## src/rtl/bateria_pkg.sv

```systemverilog
// Shared types and default constants for the battery charge model.
package bateria_pkg;

   typedef enum logic [2:0] {
      DESLIGADO  = 3'd0,
      CARREGANDO = 3'd1,
      OCIOSO     = 3'd2,
      MOVENDO    = 3'd3,
      ESGOTADO   = 3'd4
   } estado_t;

   localparam int unsigned BAT_WIDTH     = 8;
   localparam int unsigned BAT_NIVEL_MAX = 200;
   localparam int unsigned BAT_TH_BAIXO  = 20;
   localparam int unsigned BAT_TH_MEDIO  = 80;
   localparam int unsigned BAT_TH_ALTO   = 150;
   localparam int unsigned BAT_TICK_DIV  = 1000;
   localparam int unsigned BAT_IDLE_DIV  = 4;

   // Opposite commands on the same axis cancel each other.
   function automatic logic movimento(input logic e, input logic d,
                                      input logic f, input logic a);
      return (e ^ d) | (f ^ a);
   endfunction

endpackage

```

## src/rtl/divisor_tick.sv

```systemverilog
// Free-running divider: one-cycle tick every TICK_DIV clocks.
module divisor_tick #(
   parameter int unsigned TICK_DIV = 1000
) (
   input  logic clk,
   input  logic rst,
   output logic tick
);

   localparam int unsigned CW = (TICK_DIV > 1) ? $clog2(TICK_DIV) : 1;

   logic [CW-1:0] cnt_q, cnt_d;

   // Tick on the last count; the counter wraps to zero on the same edge.
   always_comb begin
      tick  = (cnt_q == CW'(TICK_DIV - 1));
      cnt_d = tick ? '0 : cnt_q + CW'(1);
   end

   // Counter register with synchronous reset.
   always_ff @(posedge clk) begin
      if (rst) cnt_q <= '0;
      else     cnt_q <= cnt_d;
   end

endmodule

```

## src/rtl/bateria_nivel.sv

```systemverilog
// Battery charge model: saturating level, operating FSM and LED thermometer.
module bateria_nivel
   import bateria_pkg::*;
#(
   parameter int unsigned WIDTH     = BAT_WIDTH,
   parameter int unsigned NIVEL_MAX = BAT_NIVEL_MAX,
   parameter int unsigned TH_BAIXO  = BAT_TH_BAIXO,
   parameter int unsigned TH_MEDIO  = BAT_TH_MEDIO,
   parameter int unsigned TH_ALTO   = BAT_TH_ALTO,
   parameter int unsigned TICK_DIV  = BAT_TICK_DIV,
   parameter int unsigned IDLE_DIV  = BAT_IDLE_DIV
) (
   input  logic             clk,
   input  logic             rst,
   input  logic             LD,
   input  logic             E,
   input  logic             D,
   input  logic             F,
   input  logic             A,
   input  logic             carregar,
   output logic             Baixo,
   output logic             Medio,
   output logic             Alto,
   output logic [WIDTH-1:0] nivel,
   output logic [2:0]       estado,
   output logic             vazia,
   output logic             cheia
);

   localparam int unsigned IW = (IDLE_DIV > 1) ? $clog2(IDLE_DIV) : 1;

   localparam logic [WIDTH-1:0] MAX_V  = WIDTH'(NIVEL_MAX);
   localparam logic [IW-1:0]    IDLE_L = IW'(IDLE_DIV - 1);

   estado_t          estado_q, estado_d;
   logic [WIDTH-1:0] nivel_q, nivel_d;
   logic [IW-1:0]    idle_q, idle_d;
   logic             tick;
   logic             mov;

   divisor_tick #(
      .TICK_DIV (TICK_DIV)
   ) u_divisor_tick (
      .clk  (clk),
      .rst  (rst),
      .tick (tick)
   );

   assign mov = movimento(E, D, F, A);

   // Level update driven by the registered state (the state being left).
   always_comb begin
      nivel_d = nivel_q;
      if (tick) begin
         unique case (estado_q)
            CARREGANDO: if (nivel_q != MAX_V) nivel_d = nivel_q + WIDTH'(1);
            MOVENDO:    if (nivel_q != '0)    nivel_d = nivel_q - WIDTH'(1);
            OCIOSO:     if (idle_q == IDLE_L && nivel_q != '0)
                           nivel_d = nivel_q - WIDTH'(1);
            default:    nivel_d = nivel_q;
         endcase
      end
   end

   // Next state looks at the level being written this edge, so the
   // drain to zero and the entry into ESGOTADO land on the same edge.
   always_comb begin
      estado_d = estado_q;
      if (estado_q == ESGOTADO) begin
         if (carregar && !LD) estado_d = CARREGANDO;
      end else if (!LD && carregar) begin
         estado_d = CARREGANDO;
      end else if (nivel_d == '0) begin
         estado_d = ESGOTADO;
      end else if (!LD) begin
         estado_d = DESLIGADO;
      end else if (mov) begin
         estado_d = MOVENDO;
      end else begin
         estado_d = OCIOSO;
      end
   end

   // Idle tick counter; it only lives while staying in OCIOSO.
   always_comb begin
      idle_d = idle_q;
      if (estado_q != OCIOSO || estado_d != OCIOSO) begin
         idle_d = '0;
      end else if (tick) begin
         idle_d = (idle_q == IDLE_L) ? '0 : idle_q + IW'(1);
      end
   end

   // State, level and idle counter registers with synchronous reset.
   always_ff @(posedge clk) begin
      if (rst) begin
         estado_q <= DESLIGADO;
         nivel_q  <= MAX_V;
         idle_q   <= '0;
      end else begin
         estado_q <= estado_d;
         nivel_q  <= nivel_d;
         idle_q   <= idle_d;
      end
   end

   // Flags and thermometer are straight compares of the registered level.
   always_comb begin
      nivel  = nivel_q;
      estado = estado_q;
      Baixo  = (nivel_q >= WIDTH'(TH_BAIXO));
      Medio  = (nivel_q >= WIDTH'(TH_MEDIO));
      Alto   = (nivel_q >= WIDTH'(TH_ALTO));
      vazia  = (nivel_q == '0);
      cheia  = (nivel_q == MAX_V);
   end

endmodule

```

## config.mk

```make
export PLATFORM = sky130hd
export DESIGN_NAME = bateria_nivel
export DESIGN_NICKNAME = d
export VERILOG_FILES = /design/src/rtl/bateria_pkg.sv /design/src/rtl/divisor_tick.sv /design/src/rtl/bateria_nivel.sv
export SDC_FILE = /design/constraint.sdc
export NUM_CORES = 1
export LEC_CHECK = 0
export CAP_MARGIN = 20
export CORE_ASPECT_RATIO = 0.9
export CORE_UTILIZATION = 59
export CTS_BUF_LIST = sky130_fd_sc_hd__clkbuf_4
export CTS_CLUSTER_DIAMETER = 80
export DETAILED_ROUTE_END_ITERATION = 10
export PLACE_DENSITY = 0.84
export SKIP_CTS_REPAIR_TIMING = 1
export SLEW_MARGIN = 5
export SYNTH_ARGS = -nofsm -noshare
export SYNTH_HDL_FRONTEND = slang
export SYNTH_SLANG_ARGS = --single-unit
```

## constraint.sdc

```tcl
create_clock -name clk -period 4.5 [get_ports clk]
set_input_delay 0.45 -clock clk [delete_from_list [all_inputs] [get_ports clk]]
set_output_delay 0.45 -clock clk [all_outputs]
set_load 0.05 [all_outputs]
```

==> results.cfg, run 1 <==
[status]
outcome = complete, but fails checks
violations = design-rule violations

[routing]
first_iter_violations = 102
wire_per_inst_um = 16.6
vias = 1594
drc = 4
first_pass_iters = 8
postRouteAntennaNets = 0
viasPerCell = 6.45
wirelength_um = 4110

[die]
ios = 24
start_util_pct = 63.7
core_area_um2 = 2510
rows = 17
die_x_um = 56.9
fp.dieH_um = 51.4
dieArea_um2 = 2920

[final_layout]
fin_area_um2 = 1850
layout-drive-gt1-share_pct = 6.85
final_cell_count_no_fill = 247
utilization_pct = 73.8
final_nets = 233
syn_to_final_growth_pct = 15.8
layout_common_cells = 23 x nor2_1, 23 x dfxtp_1, 23 x clkdlybuf4s50_1
n_antenna_cell = 0

[global_route]
grt_use_met2_pct = 51.8
grt_max_degree = 18
grt_pass1_wl_um = 6840
grt_pass1_vias = 1543
grtUsageTotal_pct = 30.2
antenna_found_initial = 0
met1_usage_pct = 39.8
grt-busiest-layer = met2
grtUsageMet3_pct = 4.05
grt-ovfl-total = 0

[worst_setup_path]
crit_chain = inv_1 -> ha_1 -> nor4b_2 -> and2_1 -> clkdlybuf4s50_1
rrSetupSlack_ps = 1700
required_ps = 4050
worst-r2r-cell-count = 9
critical_path.top_delay_family = buffers and inverters
crit_buf_inv = 2
slowest_delay_ps = 800
crit_slowest_cell = clkdlybuf4s50_1
cp_num_cells = 5
crit_type = reg2out
worst-endpoint-arrival_ps = 2540
start_kind = flop
cp-end-kind = output pin
cp_max_fo = 9

[synth]
synth.avg_cell_area_um2 = 7.92
synth_edf_count = 0
ys_seq_area_share_pct = 28.8
synth_area_um2 = 1600
synth_cells = 202
syn-num-nets = 215
synth.distinct_cells = 55
ys_async_sr_fraction_pct = 0
yosysWarnings = 0
synth-seq-cells = 23
synth_flop_cell = dfxtp_1

[timing]
setup_tns_ps = 0
setup-violations-final = 0
min_period_ps = 2990
relSlewSlack_pct = 56.2
finalCritPeriodShare_pct = 66.4
worst_pin_slew_ps = 652
rsz0062_at_grt = no
max_freq_ghz = 0.335
skew_ps = 10.3
finalHoldViolations = 0
drv_slew = 0

[power_and_ir_drop]
ir_drop_mv = 0.122
power_w = 0.000355
powerDensity_nw_per_um2 = 192
power_leakage_nw = 0.643

[clock_tree]
root_buffer = clkbuf_4
cts_buffer_depth = 2
htreeDepth = 1
cts_buffers = 3
clk_pin_slew_worst_paths_ps = 140
cts.sinks = 23
cts_tree = done
clk_latency_ps = 320

[placement]
place_inst = 243
postPlaceCellArea_um2 = 1820
gp_congestion = 0.954
io_buffer_count = 23
hpwl_um = 3070

[worst_hold_path]
hold-path-cell-count = 1
hold_class = reg2reg

[job]
drv_cap = 0
==> kinds of logic (layout without fill, tap and decap cells) <==
family / Yosys count / after routing / share of synthesized area, %
and+or+nand+nor: 95 / 95 / 34.8
AOI/OAI and AO/OA: 46 / 46 / 19.3
DFF: 23 / 23 / 28.8
buffers and inverters: 17 / 34 / 4.15
xor gates and xnor gates: 13 / 13 / 7.12
adders and majority gates: 5 / 5 / 3.91
muxes: 3 / 3 / 1.88
==> report_power, final <==
| part | switching (W) | internal [W] |
|---|---|---|
| logic | 0.0000240 | 0.0000183 |
| registers | 0.00000576 | 0.000207 |
| clock network | 0.0000661 | 0.0000333 |
| total | 0.0000959 | 0.000259 |
==> stage by stage <==
stage	hold slack [ps]	setup WS (ps)
3_5_place_dp	476	1800
5_1_grt	547	1360
6_report	514	1510
4_1_cts	505	1530
2_1_floorplan	441	1330
3_3_place_gp	456	1940
==> cell usage after synthesis, types with 4 or more instances <==
library cell | n | area [um2]
a21oi_1 | 8 | 40.0
clkbuf_1 | 8 | 30.0
dfxtp_1 | 23 | 460
ha_1 | 5 | 62.6
inv_1 | 7 | 26.3
nand2_1 | 13 | 48.8
nand2b_1 | 5 | 31.3
nand3_1 | 6 | 30.0
nor2_1 | 23 | 86.3
nor3_1 | 7 | 35.0
o21ai_0 | 10 | 50.1
or3_1 | 7 | 43.8
or4_1 | 4 | 30.0
xnor2_1 | 6 | 52.6
xor2_1 | 7 | 61.3
==> sequential cells by signal, summed over array words and instances, names as in the netlist <==
| name | flops |
|---|---|
| nivel | 8 |
| estado | 3 |
| idle_q | 2 |
| u_divisor_tick.cnt_q | 10 |
==> metal layers <==
metal	vias up	routed length [um]	share of wire, %
met5	-	0	0
met4	0	44	1.1
met3	8	312	7.6
met2	76	1940	47
met1	741	1810	44
li1	769	-	-
==> worst paths after layout <==
check | start | end
hold / removal | u_divisor_tick.cnt_q[0]$_SDFF_PP0_ | u_divisor_tick.cnt_q[0]$_SDFF_PP0_
setup / recovery | nivel[1]$_SDFF_PP0_ | vazia
setup reg to reg | nivel[1]$_SDFF_PP0_ | idle_q[1]$_SDFFE_PP0N_
hold reg to reg | u_divisor_tick.cnt_q[0]$_SDFF_PP0_ | u_divisor_tick.cnt_q[0]$_SDFF_PP0_
==> final cells by class <==
| type | instances | area [um2] |
|---|---|---|
| multi-input combinational | 162 | 1070 |
| fill | 212 | 658 |
| sequential | 23 | 460 |
| timing repair buffer | 23 | 230 |
| tap | 28 | 35.0 |
| inverter | 7 | 26.3 |
| clock buffer | 3 | 22.5 |
| clock inverter | 1 | 5.00 |
No activity file was read; power rests on OpenSTA's default activity.
==> run 2, diff against run 1 <==
--- a/config.mk
+++ b/config.mk
@@ -7,11 +7,11 @@
 export LEC_CHECK = 0
 export CAP_MARGIN = 20
 export CORE_ASPECT_RATIO = 0.9
-export CORE_UTILIZATION = 59
+export CORE_UTILIZATION = 56
 export CTS_BUF_LIST = sky130_fd_sc_hd__clkbuf_4
 export CTS_CLUSTER_DIAMETER = 80
 export DETAILED_ROUTE_END_ITERATION = 10
-export PLACE_DENSITY = 0.84
+export PLACE_DENSITY = 0.8
 export SKIP_CTS_REPAIR_TIMING = 1
 export SLEW_MARGIN = 5
 export SYNTH_ARGS = -nofsm -noshare
==> constraint.sdc (replaced) <==
create_clock -name clk -period 3.03 [get_ports clk]
set_input_delay 0.303 -clock clk [delete_from_list [all_inputs] [get_ports clk]]
set_output_delay 0.303 -clock clk [all_outputs]
set_load 0.05 [all_outputs]
==> run 2 against run 1 <==
  * The flow now finishes without violations
  * Largest cell class unchanged
  * Clock power up 44%
  * Clock skew shrank 7.5 ps
  * Global-route usage fell by 1.3 points
  * Die area up 5.2%
  * Critical path depth did not move
  * Combinational power increased by 46%
  * Critical endpoint unchanged
  * Largest power group unchanged
  * Register-to-register slack worse by 1400 ps
  * Critical path type unchanged
  * Sequential power rose by 49%
==> results.cfg, run 2 (synthesis gave the netlist of run 1 again) <==
[die]
ios = 24
start_util_pct = 58.7
die_x_um = 58.3
core_area_um2 = 2730
dieArea_um2 = 3070
fp.dieH_um = 52.7
rows = 18

[clock_tree]
cts_buffers = 3
cts.sinks = 23
cts_tree = done
root_buffer = clkbuf_4
cts_buffer_depth = 2
htreeDepth = 1
clk_latency_ps = 310
clk_pin_slew_worst_paths_ps = 130

[placement]
io_buffer_count = 23
gp_congestion = 1.05
hpwl_um = 3210
postPlaceCellArea_um2 = 1870

[final_layout]
seq_area_um2 = 460
syn_to_final_growth_pct = 18.9
fillerInstances = 239
largest_register = u_divisor_tick.cnt_q
layout_common_cells = 23 x nor2_1, 23 x dfxtp_1, 23 x clkdlybuf4s50_1
layout-drive-gt1-share_pct = 8.97
n_antenna_cell = 0
largest_reg_flops = 10
final_nets = 237
multi_input_area_um2 = 1080
fin_area_um2 = 1900

[worst_setup_path]
rrSetupSlack_ps = 340
worst-endpoint-arrival_ps = 2520
r2r-start = u_divisor_tick.cnt_q[0]$_SDFF_PP0_
cp_max_fo = 9
crit_type = reg2out
regToRegEndpoint = estado[2]$_SDFF_PP0_
worst-r2r-cell-count = 8
cp-end-kind = output pin
required_ps = 2730
start_kind = flop

[routing]
wirelength_um = 4190
first_iter_violations = 160
wire_per_inst_um = 15.9
viasPerCell = 6.27
postRouteAntennaNets = 0
first_pass_iters = 5
drc = 0
vias = 1650

[timing]
relSlewSlack_pct = 53.9
setup_tns_ps = 0
finalHoldViolations = 0
rsz0062_at_grt = no
finalCritPeriodShare_pct = 93.3
min_period_ps = 2830
skew_ps = 2.77
worst_pin_slew_ps = 690
drv_slew = 0
max_freq_ghz = 0.354
setup-violations-final = 0

[power_and_ir_drop]
swShare_pct = 26.4
ir_drop_mv = 0.380
switching_power_w = 0.000138
powerDensity_nw_per_um2 = 274
clkPwrFrac_pct = 27.4
power_leakage_nw = 0.664
internal_power_w = 0.000384
p_comb_share_pct = 11.9
seq_power_share_pct = 60.8

[worst_hold_path]
hold-path-cell-count = 1
min_delay_worst_endpoint = u_divisor_tick.cnt_q[0]$_SDFF_PP0_
hold_class = reg2reg
min_from = u_divisor_tick.cnt_q[0]$_SDFF_PP0_

[global_route]
grtUsageTotal_pct = 28.9
grt_pass1_wl_um = 6780
grt_pass1_vias = 1435
grt-ovfl-total = 0
antenna_found_initial = 0
grt_max_degree = 18

[job]
drv_cap = 0

[status]
outcome = finished, final reports clean
## run 2: cell count changes in the layout (fill, tap and decap cells not counted)
cell    before  now
buf_4        0    4
nor3_1       7    6
nor3_2       0    1
## run 2: power groups by stage
stage	logic, W	registers (W)	clock network [W]
CTS	0.0000611	0.000317	0.000143
global placement	0.0000589	0.000323	0
detailed placement	0.0000608	0.000323	0
global route	0.0000679	0.000318	0.000162
floorplan	0.0000356	0.000326	0
finish	0.0000618	0.000317	0.000143
## run 2: cell type report
cell class | instances | share of cell area [%]
Tap cell | 40 | 2.63
Clock buffer | 3 | 1.18
Clock inverter | 1 | 0.263
Timing Repair Buffer | 27 | 13.7
Sequential cell | 23 | 24.2
Inverter | 7 | 1.38
Multi-Input combinational cell | 162 | 56.6
## run 2: how the worst max path moves through the flow
stage,start,cells after the start,to,slack [ps]
2_1_floorplan,nivel[6]$_SDFF_PP1_,8,idle_q[0]$_SDFFE_PP0N_,340
3_3_place_gp,u_divisor_tick.cnt_q[0]$_SDFF_PP0_,8,estado[2]$_SDFF_PP0_,440
3_5_place_dp,u_divisor_tick.cnt_q[0]$_SDFF_PP0_,8,estado[2]$_SDFF_PP0_,370
4_1_cts,nivel[0]$_SDFF_PP0_,5,vazia,220
5_1_grt,nivel[1]$_SDFF_PP0_,5,vazia,60
6_report,nivel[1]$_SDFF_PP0_,5,vazia,200
## run 2: critical path, stage by stage, from the launching register on
cell	delay, ps
dfxtp_1	420
inv_1	110
ha_1	200
nor4b_2	450
and2_1	220
clkdlybuf4s50_1	810
## run 2: through the flow
step	util, %	std cells	hold WS, ps	worst slack (ps)	total power [W]
after floorplan	-	202	441	345	0.000362
after global placement	68.8	259	459	443	0.000382
after detailed placement	68.8	259	464	374	0.000384
after CTS	69.8	263	493	223	0.000521
after global routing	69.8	263	535	64.8	0.000548
final	69.8	263	495	203	0.000522
## run 2: metal layers
layer / vias to the layer above / wire (um) / global-route usage (%) / part of all wire [%]
met5: - / 0 / 0 / 0
met4: 0 / 55 / 5.56 / 1.3
met3: 8 / 466 / 7.16 / 11
met2: 107 / 1860 / 46.0 / 44
met1: 757 / 1810 / 39.5 / 43
li1: 778 / - / - / -
